===== src/rtl/word_align_pkg.sv =====
// Shared types and helpers for the word-align gearbox and its window selector.
package word_align_pkg;

  typedef enum logic [1:0] {
    ST_SEARCH = 2'd0,
    ST_VERIFY = 2'd1,
    ST_LOCKED = 2'd2
  } align_state_e;

  localparam logic [31:0] DEFAULT_TRAIN_PAT = 32'h0000_0FC0;

  // Bit width needed to index 'value' items; never returns less than 1.
  function automatic int clog2_safe(input int value);
    int bits;
    bits = 1;
    while ((32'sd1 << bits) < value) bits = bits + 1;
    return bits;
  endfunction

endpackage


===== src/rtl/word_align_gearbox_if.sv =====
// Lane-side bus of the word-align gearbox: deserializer input, aligned output and status.
interface word_align_gearbox_if #(
  parameter int IN_W  = 6,
  parameter int RATIO = 2
);
  localparam int OUT_W = IN_W * RATIO;

  logic [IN_W-1:0]  in_data;
  logic             in_valid;
  logic             align_en;
  logic             realign;
  logic [OUT_W-1:0] data_out;
  logic             data_valid;
  logic             locked;
  logic             search_fail;

  modport master (
    output in_data, in_valid, align_en, realign,
    input  data_out, data_valid, locked, search_fail
  );

  modport slave (
    input  in_data, in_valid, align_en, realign,
    output data_out, data_valid, locked, search_fail
  );
endinterface


===== src/rtl/barrel_window.sv =====
// Selects a W-bit window from a 2W-bit history at a bit offset counted from the MSB,
// and registers it as the output word on each load.
module barrel_window #(
  parameter int W     = 12,
  parameter int OFF_W = 4
) (
  input  logic             clk,
  input  logic             reset,
  input  logic [2*W-1:0]   hist,
  input  logic [OFF_W-1:0] offset,
  input  logic             load,
  output logic [W-1:0]     win,
  output logic [W-1:0]     data_q,
  output logic             valid_q
);

  logic [W-1:0] data_d;
  logic         valid_d;

  always_comb begin
    win     = W'(hist >> (W - int'(offset)));
    valid_d = load;
    if (load) data_d = win;
    else      data_d = data_q;
  end

  always_ff @(posedge clk) begin
    if (reset) begin
      data_q  <= '0;
      valid_q <= 1'b0;
    end else begin
      data_q  <= data_d;
      valid_q <= valid_d;
    end
  end

endmodule


===== src/rtl/word_align_gearbox.sv =====
// Receive gearbox and autonomous word aligner for one LVDS lane.
// Defining ALIGN_DEBUG_EN adds the dbg_offset and dbg_loss_cnt outputs.
module word_align_gearbox
  import word_align_pkg::*;
#(
  parameter int          IN_W      = 6,
  parameter int          RATIO     = 2,
  parameter logic [31:0] TRAIN_PAT = DEFAULT_TRAIN_PAT,
  parameter int          LOCK_CNT  = 16,
  parameter int          ERR_MAX   = 4
) (
  input  logic clk,
  input  logic reset,
  word_align_gearbox_if.slave bus
`ifdef ALIGN_DEBUG_EN
  ,
  output logic [clog2_safe(IN_W*RATIO)-1:0] dbg_offset,
  output logic [7:0]                        dbg_loss_cnt
`endif
);

  localparam int               OUT_W      = IN_W * RATIO;
  localparam int               OFF_W      = clog2_safe(OUT_W);
  localparam int               PH_W       = clog2_safe(RATIO);
  localparam logic [OUT_W-1:0] PAT        = TRAIN_PAT[OUT_W-1:0];
  localparam logic [OFF_W-1:0] LAST_OFF   = OFF_W'(OUT_W - 1);
  localparam logic [PH_W-1:0]  LAST_PH    = PH_W'(RATIO - 1);
  localparam logic [OFF_W:0]   SWEEP_LAST = (OFF_W + 1)'(OUT_W - 1);
  localparam logic [7:0]       LOCK_TGT   = 8'(LOCK_CNT);
  localparam logic [7:0]       ERR_TGT    = 8'(ERR_MAX);

  align_state_e     state_q, state_d;
  logic [PH_W-1:0]  phase_q, phase_d, phase_base_s;
  logic [OUT_W-1:0] cur_q, cur_d, prev_q, prev_d, cur_next_s, win_s;
  logic [OFF_W-1:0] offset_q, offset_d;
  logic [OFF_W:0]   sweep_cnt_q, sweep_cnt_d;
  logic [7:0]       match_cnt_q, match_cnt_d, err_cnt_q, err_cnt_d;
  logic             skip_q, skip_d, search_fail_q, search_fail_d, locked_q, locked_d;
  logic             word_evt_s, step_s;
  logic [2*OUT_W-1:0] hist_s;

  barrel_window #(.W(OUT_W), .OFF_W(OFF_W)) u_window (
    .clk     (clk),
    .reset   (reset),
    .hist    (hist_s),
    .offset  (offset_q),
    .load    (word_evt_s),
    .win     (win_s),
    .data_q  (bus.data_out),
    .valid_q (bus.data_valid)
  );

  always_comb begin
    phase_d       = phase_q;
    cur_d         = cur_q;
    prev_d        = prev_q;
    offset_d      = offset_q;
    skip_d        = skip_q;
    state_d       = state_q;
    match_cnt_d   = match_cnt_q;
    err_cnt_d     = err_cnt_q;
    sweep_cnt_d   = sweep_cnt_q;
    search_fail_d = search_fail_q;
    word_evt_s    = 1'b0;
    step_s        = 1'b0;
    cur_next_s    = OUT_W'({cur_q, bus.in_data});
    hist_s        = {prev_q, cur_next_s};

    // realign restarts the word boundary; a coincident in_data opens the new word
    if (bus.realign) begin
      state_d       = ST_SEARCH;
      match_cnt_d   = 8'd0;
      err_cnt_d     = 8'd0;
      sweep_cnt_d   = '0;
      search_fail_d = 1'b0;
      phase_base_s  = '0;
    end else begin
      phase_base_s  = phase_q;
    end

    if (bus.in_valid) begin
      cur_d = cur_next_s;
      if (phase_base_s == LAST_PH) begin
        phase_d    = '0;
        prev_d     = cur_next_s;
        word_evt_s = 1'b1;
      end else begin
        phase_d    = phase_base_s + PH_W'(1);
      end
    end else begin
      phase_d = phase_base_s;
    end

    // The first word after an offset move straddles the old boundary, so it is not judged
    if (word_evt_s && skip_q) begin
      skip_d = 1'b0;
    end else if (word_evt_s && bus.align_en && !bus.realign) begin
      case (state_q)
        ST_SEARCH: begin
          if (win_s == PAT) begin
            sweep_cnt_d = '0;
            match_cnt_d = 8'd1;
            state_d     = (LOCK_TGT == 8'd1) ? ST_LOCKED : ST_VERIFY;
          end else begin
            step_s = 1'b1;
            if (sweep_cnt_q == SWEEP_LAST) begin
              sweep_cnt_d   = '0;
              search_fail_d = 1'b1;
            end else begin
              sweep_cnt_d   = sweep_cnt_q + (OFF_W + 1)'(1);
            end
          end
        end
        ST_VERIFY: begin
          if (win_s == PAT) begin
            match_cnt_d = match_cnt_q + 8'd1;
            if (match_cnt_q + 8'd1 == LOCK_TGT) state_d = ST_LOCKED;
            else                                state_d = ST_VERIFY;
          end else begin
            state_d     = ST_SEARCH;
            match_cnt_d = 8'd0;
            step_s      = 1'b1;
          end
        end
        ST_LOCKED: begin
          if (win_s == PAT) begin
            err_cnt_d = 8'd0;
          end else if (err_cnt_q + 8'd1 == ERR_TGT) begin
            state_d   = ST_SEARCH;
            err_cnt_d = 8'd0;
            step_s    = 1'b1;
          end else begin
            err_cnt_d = err_cnt_q + 8'd1;
          end
        end
        default: state_d = ST_SEARCH;
      endcase
    end else begin
      skip_d = skip_q;
    end

    if (step_s) begin
      offset_d = (offset_q == LAST_OFF) ? '0 : offset_q + OFF_W'(1);
      skip_d   = 1'b1;
    end else begin
      offset_d = offset_q;
    end

    locked_d = (state_d == ST_LOCKED);
  end

  always_ff @(posedge clk) begin
    if (reset) begin
      state_q       <= ST_SEARCH;
      phase_q       <= '0;
      cur_q         <= '0;
      prev_q        <= '0;
      offset_q      <= '0;
      skip_q        <= 1'b0;
      match_cnt_q   <= 8'd0;
      err_cnt_q     <= 8'd0;
      sweep_cnt_q   <= '0;
      search_fail_q <= 1'b0;
      locked_q      <= 1'b0;
    end else begin
      state_q       <= state_d;
      phase_q       <= phase_d;
      cur_q         <= cur_d;
      prev_q        <= prev_d;
      offset_q      <= offset_d;
      skip_q        <= skip_d;
      match_cnt_q   <= match_cnt_d;
      err_cnt_q     <= err_cnt_d;
      sweep_cnt_q   <= sweep_cnt_d;
      search_fail_q <= search_fail_d;
      locked_q      <= locked_d;
    end
  end

  assign bus.locked      = locked_q;
  assign bus.search_fail = search_fail_q;

`ifdef ALIGN_DEBUG_EN
  logic [7:0] loss_cnt_q, loss_cnt_d;

  // Only error-driven drops out of LOCKED count; realign exits are deliberate
  always_comb begin
    if (state_q == ST_LOCKED && state_d == ST_SEARCH && !bus.realign && loss_cnt_q != 8'hFF)
      loss_cnt_d = loss_cnt_q + 8'd1;
    else
      loss_cnt_d = loss_cnt_q;
  end

  always_ff @(posedge clk) begin
    if (reset) loss_cnt_q <= 8'd0;
    else       loss_cnt_q <= loss_cnt_d;
  end

  assign dbg_offset   = offset_q;
  assign dbg_loss_cnt = loss_cnt_q;
`endif

endmodule


===== src/flat_wrapper.sv =====
// flat-port wrapper written by rule: the top's interface ports become plain ports
module word_align_gearbox_flat import word_align_pkg::*;
#(
  parameter int          IN_W      = 6,
  parameter int          RATIO     = 2,
  parameter logic [31:0] TRAIN_PAT = DEFAULT_TRAIN_PAT,
  parameter int          LOCK_CNT  = 16,
  parameter int          ERR_MAX   = 4
)
  (clk, reset, bus_in_data, bus_in_valid, bus_align_en, bus_realign, bus_data_out, bus_data_valid, bus_locked, bus_search_fail);
  word_align_gearbox_if #(.IN_W(IN_W), .RATIO(RATIO)) bus_i ();
  input  logic clk;
  input  logic reset;
  input wire logic [$bits(bus_i.in_data)-1:0] bus_in_data;
  input wire logic [$bits(bus_i.in_valid)-1:0] bus_in_valid;
  input wire logic [$bits(bus_i.align_en)-1:0] bus_align_en;
  input wire logic [$bits(bus_i.realign)-1:0] bus_realign;
  output wire logic [$bits(bus_i.data_out)-1:0] bus_data_out;
  output wire logic [$bits(bus_i.data_valid)-1:0] bus_data_valid;
  output wire logic [$bits(bus_i.locked)-1:0] bus_locked;
  output wire logic [$bits(bus_i.search_fail)-1:0] bus_search_fail;
  assign bus_i.in_data = bus_in_data;
  assign bus_i.in_valid = bus_in_valid;
  assign bus_i.align_en = bus_align_en;
  assign bus_i.realign = bus_realign;
  assign bus_data_out = bus_i.data_out;
  assign bus_data_valid = bus_i.data_valid;
  assign bus_locked = bus_i.locked;
  assign bus_search_fail = bus_i.search_fail;
  word_align_gearbox #(.IN_W(IN_W), .RATIO(RATIO), .TRAIN_PAT(TRAIN_PAT), .LOCK_CNT(LOCK_CNT), .ERR_MAX(ERR_MAX)) u_core (.clk(clk), .reset(reset), .bus(bus_i));
endmodule

===== config.mk =====
export PLATFORM = sky130hd
export DESIGN_NAME = word_align_gearbox_flat
export DESIGN_NICKNAME = d
export VERILOG_FILES = /design/src/rtl/word_align_pkg.sv /design/src/rtl/word_align_gearbox_if.sv /design/src/rtl/barrel_window.sv /design/src/rtl/word_align_gearbox.sv /design/src/flat_wrapper.sv
export SDC_FILE = /design/constraint.sdc
export NUM_CORES = 1
export LEC_CHECK = 0
export CORE_MARGIN = 3
export CORE_UTILIZATION = 49
export DETAILED_ROUTE_END_ITERATION = 10
export GPL_TIMING_DRIVEN = 0
export PLACE_DENSITY = 0.68
export SETUP_SLACK_MARGIN = 0.2
export SYNTH_ARGS = -nofsm -noshare
export SYNTH_HDL_FRONTEND = slang
export SYNTH_SLANG_ARGS = --single-unit

===== constraint.sdc =====
create_clock -name clk -period 4.3 [get_ports clk]
set_input_delay 0.645 -clock clk [delete_from_list [all_inputs] [get_ports clk]]
set_output_delay 0.645 -clock clk [all_outputs]
set_load 0.005 [all_outputs]

==> results of run 1 <==
## Yosys cell counts (3+ instances only)
cell / n
sky130_fd_sc_hd__buf_6: 6
sky130_fd_sc_hd__nor3_1: 28
sky130_fd_sc_hd__or4_1: 3
sky130_fd_sc_hd__and2_1: 4
sky130_fd_sc_hd__nor4_1: 18
sky130_fd_sc_hd__xnor2_1: 9
sky130_fd_sc_hd__a221oi_1: 9
sky130_fd_sc_hd__nand4_1: 7
sky130_fd_sc_hd__xor2_1: 4
sky130_fd_sc_hd__a21oi_1: 18
sky130_fd_sc_hd__dfxtp_1: 62
sky130_fd_sc_hd__or3_1: 6
sky130_fd_sc_hd__mux4_2: 5
sky130_fd_sc_hd__clkbuf_1: 16
sky130_fd_sc_hd__nand2_1: 37
sky130_fd_sc_hd__nor2_1: 53
sky130_fd_sc_hd__o21ai_1: 5
sky130_fd_sc_hd__buf_4: 3
sky130_fd_sc_hd__buf_2: 11
sky130_fd_sc_hd__and3_1: 8
sky130_fd_sc_hd__a211oi_1: 7
sky130_fd_sc_hd__buf_1: 6
sky130_fd_sc_hd__inv_1: 13
sky130_fd_sc_hd__a22oi_1: 5
sky130_fd_sc_hd__or2_2: 4
sky130_fd_sc_hd__nor3b_1: 3
sky130_fd_sc_hd__ha_1: 7
sky130_fd_sc_hd__nand3_1: 16
sky130_fd_sc_hd__nor2b_1: 6
sky130_fd_sc_hd__a31oi_1: 5
sky130_fd_sc_hd__o21ai_0: 17
sky130_fd_sc_hd__nand3b_1: 5
sky130_fd_sc_hd__mux2i_1: 46
## area by class of cell
class,count,area (um^2),area share [%]
Buffer,43,268,5.43
Clock buffer,11,141,2.87
Clock inverter,5,33.8,0.685
Inverter,14,52.6,1.07
Multi-Input combinational cell,396,2800,56.7
Sequential cell,62,1240,25.2
Tap cell,105,131,2.66
Timing Repair Buffer,27,265,5.38
## state kept, by name, summed over array words and instances, names as in the netlist
register / count
u_core.offset_q: 4
u_core.phase_q: 1
u_core.sweep_cnt_q: 5
u_core.u_window.data_q: 12
u_core.state_q: 2
u_core.err_cnt_q: 8
u_core.bus.locked: 1
u_core.prev_q: 12
u_core.match_cnt_q: 8
u_core.skip_q: 1
u_core.bus.search_fail: 1
u_core.cur_q: 6
u_core.u_window.valid_q: 1
## per-layer routing
metal	track usage (%)	wire length, um
met1	31.7	5300
met2	42.6	5810
met3	4.81	670
met4	10.7	388
met5	0	0
## worst max-delay path by stage
stage	start	end	slack, ns
after floorplan	u_core.offset_q[0]	u_core.match_cnt_q[6]	0.70
after detailed placement	u_core.offset_q[0]	u_core.match_cnt_q[5]	-0.24
final	u_core.offset_q[0]	u_core.offset_q[2]	0.43
after global routing	u_core.offset_q[0]	u_core.match_cnt_q[5]	0.24
after global placement	u_core.offset_q[0]	u_core.match_cnt_q[5]	-0.26
after CTS	u_core.offset_q[0]	u_core.offset_q[3]	0.24
## what timing repair did
item / CTS / global route
gates resized for setup: 8 / 21
pin swaps: 1 / 1
endpoints found under the setup margin: 30 / 30
cloned: 0 / 0
endpoints found under the hold margin: 0 / 0
buffers inserted: 2 / 0
## logic make-up (layout without fill, tap and decap cells)
family,count (synthesis),after routing,synth area share [%]
muxes,53,53,14.1
and+or+nand+nor,217,217,26.8
DFF,62,62,29.3
xor gates and xnor gates,15,15,3.46
AOI/OAI and AO/OA,104,104,17.3
adders and majority gates,7,7,2.07
buffers and inverters,57,100,6.97
## stage by stage
stage / total power [mW] / hold WS [ns] / area [um^2] / cells
final: 1.17 / 0.482 / 4930 / 663
after detailed placement: 0.702 / 0.466 / 4620 / 645
after floorplan: 0.662 / 0.453 / 4240 / 515
after global routing: 1.22 / 0.511 / 4930 / 663
after CTS: 1.17 / 0.483 / 4830 / 663
after global placement: 0.701 / 0.455 / 4620 / 645
## power groups by stage
stage | Clock (mW) | Sequential, mW | Combinational [mW]
final | 0.475 | 0.590 | 0.104
after global routing | 0.512 | 0.591 | 0.113
after CTS | 0.484 | 0.589 | 0.100
after detailed placement | 0 | 0.603 | 0.0991
after global placement | 0 | 0.603 | 0.0984
after floorplan | 0 | 0.600 | 0.0620
==> impl_metrics.json, run 1 <==
{
  "crit_path_top_delay_cell": "sky130_fd_sc_hd__dfxtp_1",
  "synth_cell_types": 80,
  "drc": 0,
  "tritoncts.num_buffers": 9,
  "setup.worst_path.end_class": "flop",
  "crit_cells": 17,
  "die_y_um": 99.0,
  "power_density_nw_per_um2": 237,
  "postLayoutSetupSlackWorst_ns": 0.432,
  "fin_skew_ns": 0.00923,
  "pre_cts_ws_ns": -0.236,
  "sw_frac_of_total_pct": 27.3,
  "holdCritPathClass": "flop to flop",
  "fp.dieArea_um2": 9800,
  "yosys-top-cells-area": "sky130_fd_sc_hd__dfxtp_1, sky130_fd_sc_hd__mux2i_1, sky130_fd_sc_hd__nor2_1",
  "portBuffers": 25,
  "total_internal_power_mw": 0.850,
  "p_leak_nw": 1.68,
  "rsz0062_at_grt": "no",
  "clkSlewWorstSetupHoldPaths_ns": 0.07,
  "final-max-slew-violation-count": 0,
  "irDropWorstVdd_mv": 0.166,
  "synth-async-reset-ratio_pct": 0,
  "cts-hold-fix-buffers": 0,
  "ys.warnings.count": 0,
  "die_x_um": 99.0,
  "seq_area_frac_synth_pct": 29.3,
  "clkLatencyLatePin_ns": 0.35,
  "maxClockFrequency_mhz": 259,
  "path_buf_inv": 8,
  "synth.largest_area_cell": "sky130_fd_sc_hd__dfxtp_1",
  "cp.required_ns": 4.51,
  "grt_overall_usage_pct": 25.3,
  "power.sequential.fraction_pct": 50.5,
  "layout_common_cells": "sky130_fd_sc_hd__dfxtp_1, sky130_fd_sc_hd__nor2_1, sky130_fd_sc_hd__mux2i_1",
  "criticalPathCategory": "flop to flop",
  "synth-main-ff-cell": "sky130_fd_sc_hd__dfxtp_1",
  "flip_flop_and_latch_count_after_synthesis": 62,
  "final_core_utilization_pct": 59.4,
  "drtPass1Iterations": 5,
  "filler_cell_count": 756,
  "cts-htree-levels": 3,
  "pwr-share-clk_pct": 40.6,
  "r2r_start": "u_core.offset_q[0]",
  "pin_count": 26,
  "grt_antenna_before_repair": 0,
  "largest_net_degree_at_the_start_of_global_routing": 12,
  "setup.worst_path.start_class": "flop",
  "power.switching_mw": 0.319,
  "nNetsFinal": 571,
  "cts_max_path_buffers": 2,
  "drt_first_iter_violations": 199,
  "post_synth_instance_area_um2": 4240,
  "cts_root_buffer": "sky130_fd_sc_hd__clkbuf_8",
  "finalHoldViolations": 0,
  "worst_r2r_endpoint": "u_core.offset_q[2]",
  "ordered_cell_list_for_the_critical_path": "buf_6 -> buf_6 -> buf_6 -> inv_1 -> ha_1 -> buf_4 -> xnor2_4 -> buf_2 -> nor4_1 -> nor4_2 -> o22a_1 -> nor4b_4 -> and4b_1 -> buf_6 -> buf_6 -> o311ai_0 -> o21ai_0",
  "areaGrowthSynthToFinish_pct": 16.4,
  "gp_routability_congestion": 0.974,
  "worst_slew_pin_slew_ns": 0.698,
  "mostFrequentLayoutCell": "sky130_fd_sc_hd__dfxtp_1",
  "cts_num_sinks": 62,
  "vias": 4127,
  "crit_path_max_incr_delay_ns": 0.36,
  "n_antenna_cell": 0,
  "arrival_ns": 4.08,
  "global_route_wire_length_before_repair_mm": 20.1,
  "syn-mean-instance-area_um2": 8.23,
  "design.core.area_um2": 8300,
  "tritoncts_clock_tree": "built",
  "holdCritStartpoint": "u_core.bus.search_fail",
  "grt_pass1_vias": 3968,
  "synth_nets": 533,
  "worst-r2r-cell-count": 17,
  "slew_headroom_pct": 53.5,
  "critical_path.most_common_cell": "sky130_fd_sc_hd__buf_6",
  "fin_crit_ns": 3.87,
  "comb_power_share_pct": 8.9,
  "cpLargestDelayFamily": "buffers and inverters",
  "worstPathMaxFanout": 10,
  "floorplan.rows": 33,
  "post-route-period-util_pct": 89.9,
  "synth_edf_count": 0,
  "hpwl_detailed_mm": 8.94,
  "timing.reg2reg.setup_slack_ns": 0.43,
  "drt_wl_total_mm": 12.2,
  "postSynthCellCount": 515,
  "drive_gt1_share_pct": 13.3,
  "post-synth-top-area-fraction_pct": 29.3,
  "run_status": "finished, final reports clean",
  "route.detailed.vias_per_inst": 6.22,
  "final_antenna_net_count": 0,
  "final.setup.tns_ns": 0,
  "wl_per_cell_um": 18.3,
  "overflow": 0,
  "drv_cap": 0,
  "setup_violations": 0,
  "worst_hold_path.num_cells": 1,
  "worst_hold_path.endpoint": "u_core.bus.search_fail",
  "start_util_pct": 51.0
}
No activity file was read; power rests on OpenSTA's default activity.
==> run 2: changes to the inputs <==
- MAX_ROUTING_LAYER: not set -> met4
==> run 2 against run 1 <==
Against the previous run: register-to-register slack lost 0.09 ns; hold slack worse by 0.0036 ns; core utilization rose by 0.30 points; clock power rose by 11%; global-route usage grew 0.87 points; final cell count is 0.15% higher; wire length grew 0.78%; clock skew increased by 0.0047 ns; critical path depth stayed put; sequential power barely moved; first-iteration DRC count is 4.5% lower.
==> impl_metrics.json, run 2 (synthesis results as in run 1) <==
{
  "die_y_um": 99.0,
  "mostFrequentLayoutCell": "sky130_fd_sc_hd__dfxtp_1",
  "die_x_um": 99.0,
  "r2r_start": "u_core.offset_q[0]",
  "p_leak_nw": 1.68,
  "setup.worst_path.end_class": "flop",
  "rsz0062_at_grt": "no",
  "crit_start": "u_core.offset_q[0]",
  "drc": 0,
  "layout_top_registers": "u_core.prev_q x12, u_core.u_window.data_q x12",
  "areaGrowthSynthToFinish_pct": 17.0,
  "worst-r2r-cell-count": 17,
  "portBuffers": 25,
  "worst_r2r_endpoint": "u_core.offset_q[3]",
  "worstPathMaxFanout": 10,
  "floorplan.rows": 33,
  "dpl_cell_area_um2": 4620,
  "drt_wl_total_mm": 12.3,
  "vias": 4131,
  "grt_overall_usage_pct": 26.2,
  "slew_headroom_pct": 36.9,
  "cts_root_buffer": "sky130_fd_sc_hd__clkbuf_8",
  "grt_antenna_before_repair": 0,
  "global_route_wire_length_before_repair_mm": 20.3,
  "arrival_ns": 4.17,
  "overflow": 0,
  "cts-htree-levels": 3,
  "register_area_um2": 1240,
  "maxClockFrequency_mhz": 252,
  "gp_routability_congestion": 0.950,
  "final_antenna_net_count": 0,
  "fin_crit_ns": 3.96,
  "criticalPathCategory": "flop to flop",
  "start_util_pct": 51.0,
  "wl_per_cell_um": 18.5,
  "setup_violations": 0,
  "finalHoldViolations": 0,
  "layout_cell_area_excl_fill_um2": 4950,
  "filler_cell_count": 758,
  "timing.reg2reg.setup_slack_ns": 0.34,
  "layout_common_cells": "sky130_fd_sc_hd__dfxtp_1, sky130_fd_sc_hd__nor2_1, sky130_fd_sc_hd__mux2i_1",
  "setup.worst_path.start_class": "flop",
  "largest_net_degree_at_the_start_of_global_routing": 12,
  "drive_gt1_share_pct": 13.2,
  "fp.dieArea_um2": 9800,
  "fin_skew_ns": 0.0140,
  "pin_count": 26,
  "worst_slew_pin_slew_ns": 0.939,
  "tritoncts.num_buffers": 9,
  "tritoncts_clock_tree": "built",
  "postLayoutSetupSlackWorst_ns": 0.339,
  "hpwl_detailed_mm": 8.88,
  "area_used_by_multi_input_combinational_logic_um2": 2780,
  "n_antenna_cell": 0,
  "cts_max_path_buffers": 2,
  "power_density_nw_per_um2": 246,
  "cts_num_sinks": 62,
  "design.core.area_um2": 8300,
  "clkSlewWorstSetupHoldPaths_ns": 0.08,
  "nNetsFinal": 572,
  "cts-hold-fix-buffers": 0,
  "critical_path.endpoint": "u_core.offset_q[3]",
  "final-max-slew-violation-count": 0,
  "drtPass1Iterations": 5,
  "irDropWorstVdd_mv": 0.171,
  "route.detailed.vias_per_inst": 6.22,
  "pre_cts_ws_ns": -0.303,
  "grt_pass1_vias": 4111,
  "clkLatencyLatePin_ns": 0.34,
  "drv_cap": 0,
  "run_status": "finished, final reports clean",
  "drt_first_iter_violations": 190,
  "cp.required_ns": 4.51,
  "post-route-period-util_pct": 92.1,
  "holdCritPathClass": "flop to flop"
}
-- run 2: cell types whose count changed in the layout (fill, tap and decap cells not counted), sizes merged --
| cell | before | now |
|---|---|---|
| bufinv | 0 | 1 |
| clkbuf | 30 | 32 |
| inv | 14 | 13 |
| buf | 26 | 25 |
-- run 2: layout make-up --
class | instances | area share [%]
Multi-Input combinational cell | 396 | 56.1
Clock inverter | 5 | 1.19
Inverter | 14 | 1.06
Clock buffer | 11 | 2.85
Sequential cell | 62 | 25.1
Tap cell | 105 | 2.65
Timing Repair Buffer | 28 | 5.51
Buffer | 43 | 5.56
-- run 2: per-layer routing --
| layer | vias up | track usage [%] | wire length, um |
|---|---|---|---|
| met4 | 0 | 10.5 | 323 |
| met2 | 140 | 43.2 | 5900 |
| met5 | - | - | 0 |
| li1 | 1991 | - | - |
| met3 | 28 | 4.74 | 632 |
| met1 | 1972 | 31.6 | 5410 |
-- run 2: worst min-delay path by stage --
stage	cells past startpoint	startpoint	slack (ns)	end
after CTS	1	u_core.bus.search_fail	0.48	u_core.bus.search_fail
after global routing	2	u_core.err_cnt_q[7]	0.51	u_core.err_cnt_q[7]
after floorplan	2	u_core.err_cnt_q[0]	0.45	u_core.err_cnt_q[0]
final	1	u_core.bus.search_fail	0.48	u_core.bus.search_fail
after global placement	1	u_core.bus.search_fail	0.45	u_core.bus.search_fail
after detailed placement	1	u_core.bus.search_fail	0.46	u_core.bus.search_fail
-- run 2: power breakdown --
group	total [mW]	internal, mW	switching, mW
Sequential	0.590	0.582	0.00853
Combinational	0.104	0.0434	0.0603
Clock	0.527	0.284	0.243
Total	1.22	0.909	0.312
-- run 2: through the flow --
stage,util (%),total power [mW],instances,setup TNS [ns],hold slack [ns]
6_report,59.7,1.22,664,0,0.478
5_1_grt,59.7,1.26,664,0,0.513
4_1_cts,58.4,1.23,663,0,0.482
3_5_place_dp,55.6,0.702,645,-1.84,0.463
3_3_place_gp,55.6,0.701,645,-2.02,0.455
2_1_floorplan,-,0.662,515,0,0.453
-- run 2: critical path, cell delays in order, from the launching register on --
cell and delay (ns):
sky130_fd_sc_hd__dfxtp_1 0.38, sky130_fd_sc_hd__buf_6 0.17, sky130_fd_sc_hd__buf_6 0.17, sky130_fd_sc_hd__buf_6 0.17
sky130_fd_sc_hd__inv_1 0.12, sky130_fd_sc_hd__ha_1 0.30, sky130_fd_sc_hd__clkbuf_4 0.20, sky130_fd_sc_hd__inv_1 0.09
sky130_fd_sc_hd__clkbuf_4 0.21, sky130_fd_sc_hd__nor4_1 0.08, sky130_fd_sc_hd__or4_4 0.58, sky130_fd_sc_hd__a2bb2oi_2 0.22
sky130_fd_sc_hd__nor4b_2 0.28, sky130_fd_sc_hd__and4b_1 0.25, sky130_fd_sc_hd__buf_6 0.13, sky130_fd_sc_hd__buf_6 0.15
sky130_fd_sc_hd__nor3_1 0.07, sky130_fd_sc_hd__o221a_1 0.25
-- run 2: timing repair --
action                     CTS  global route
setup endpoints to repair   30            30
setup buffers                2             1
pin swaps                    1             2
resized for setup            6            25
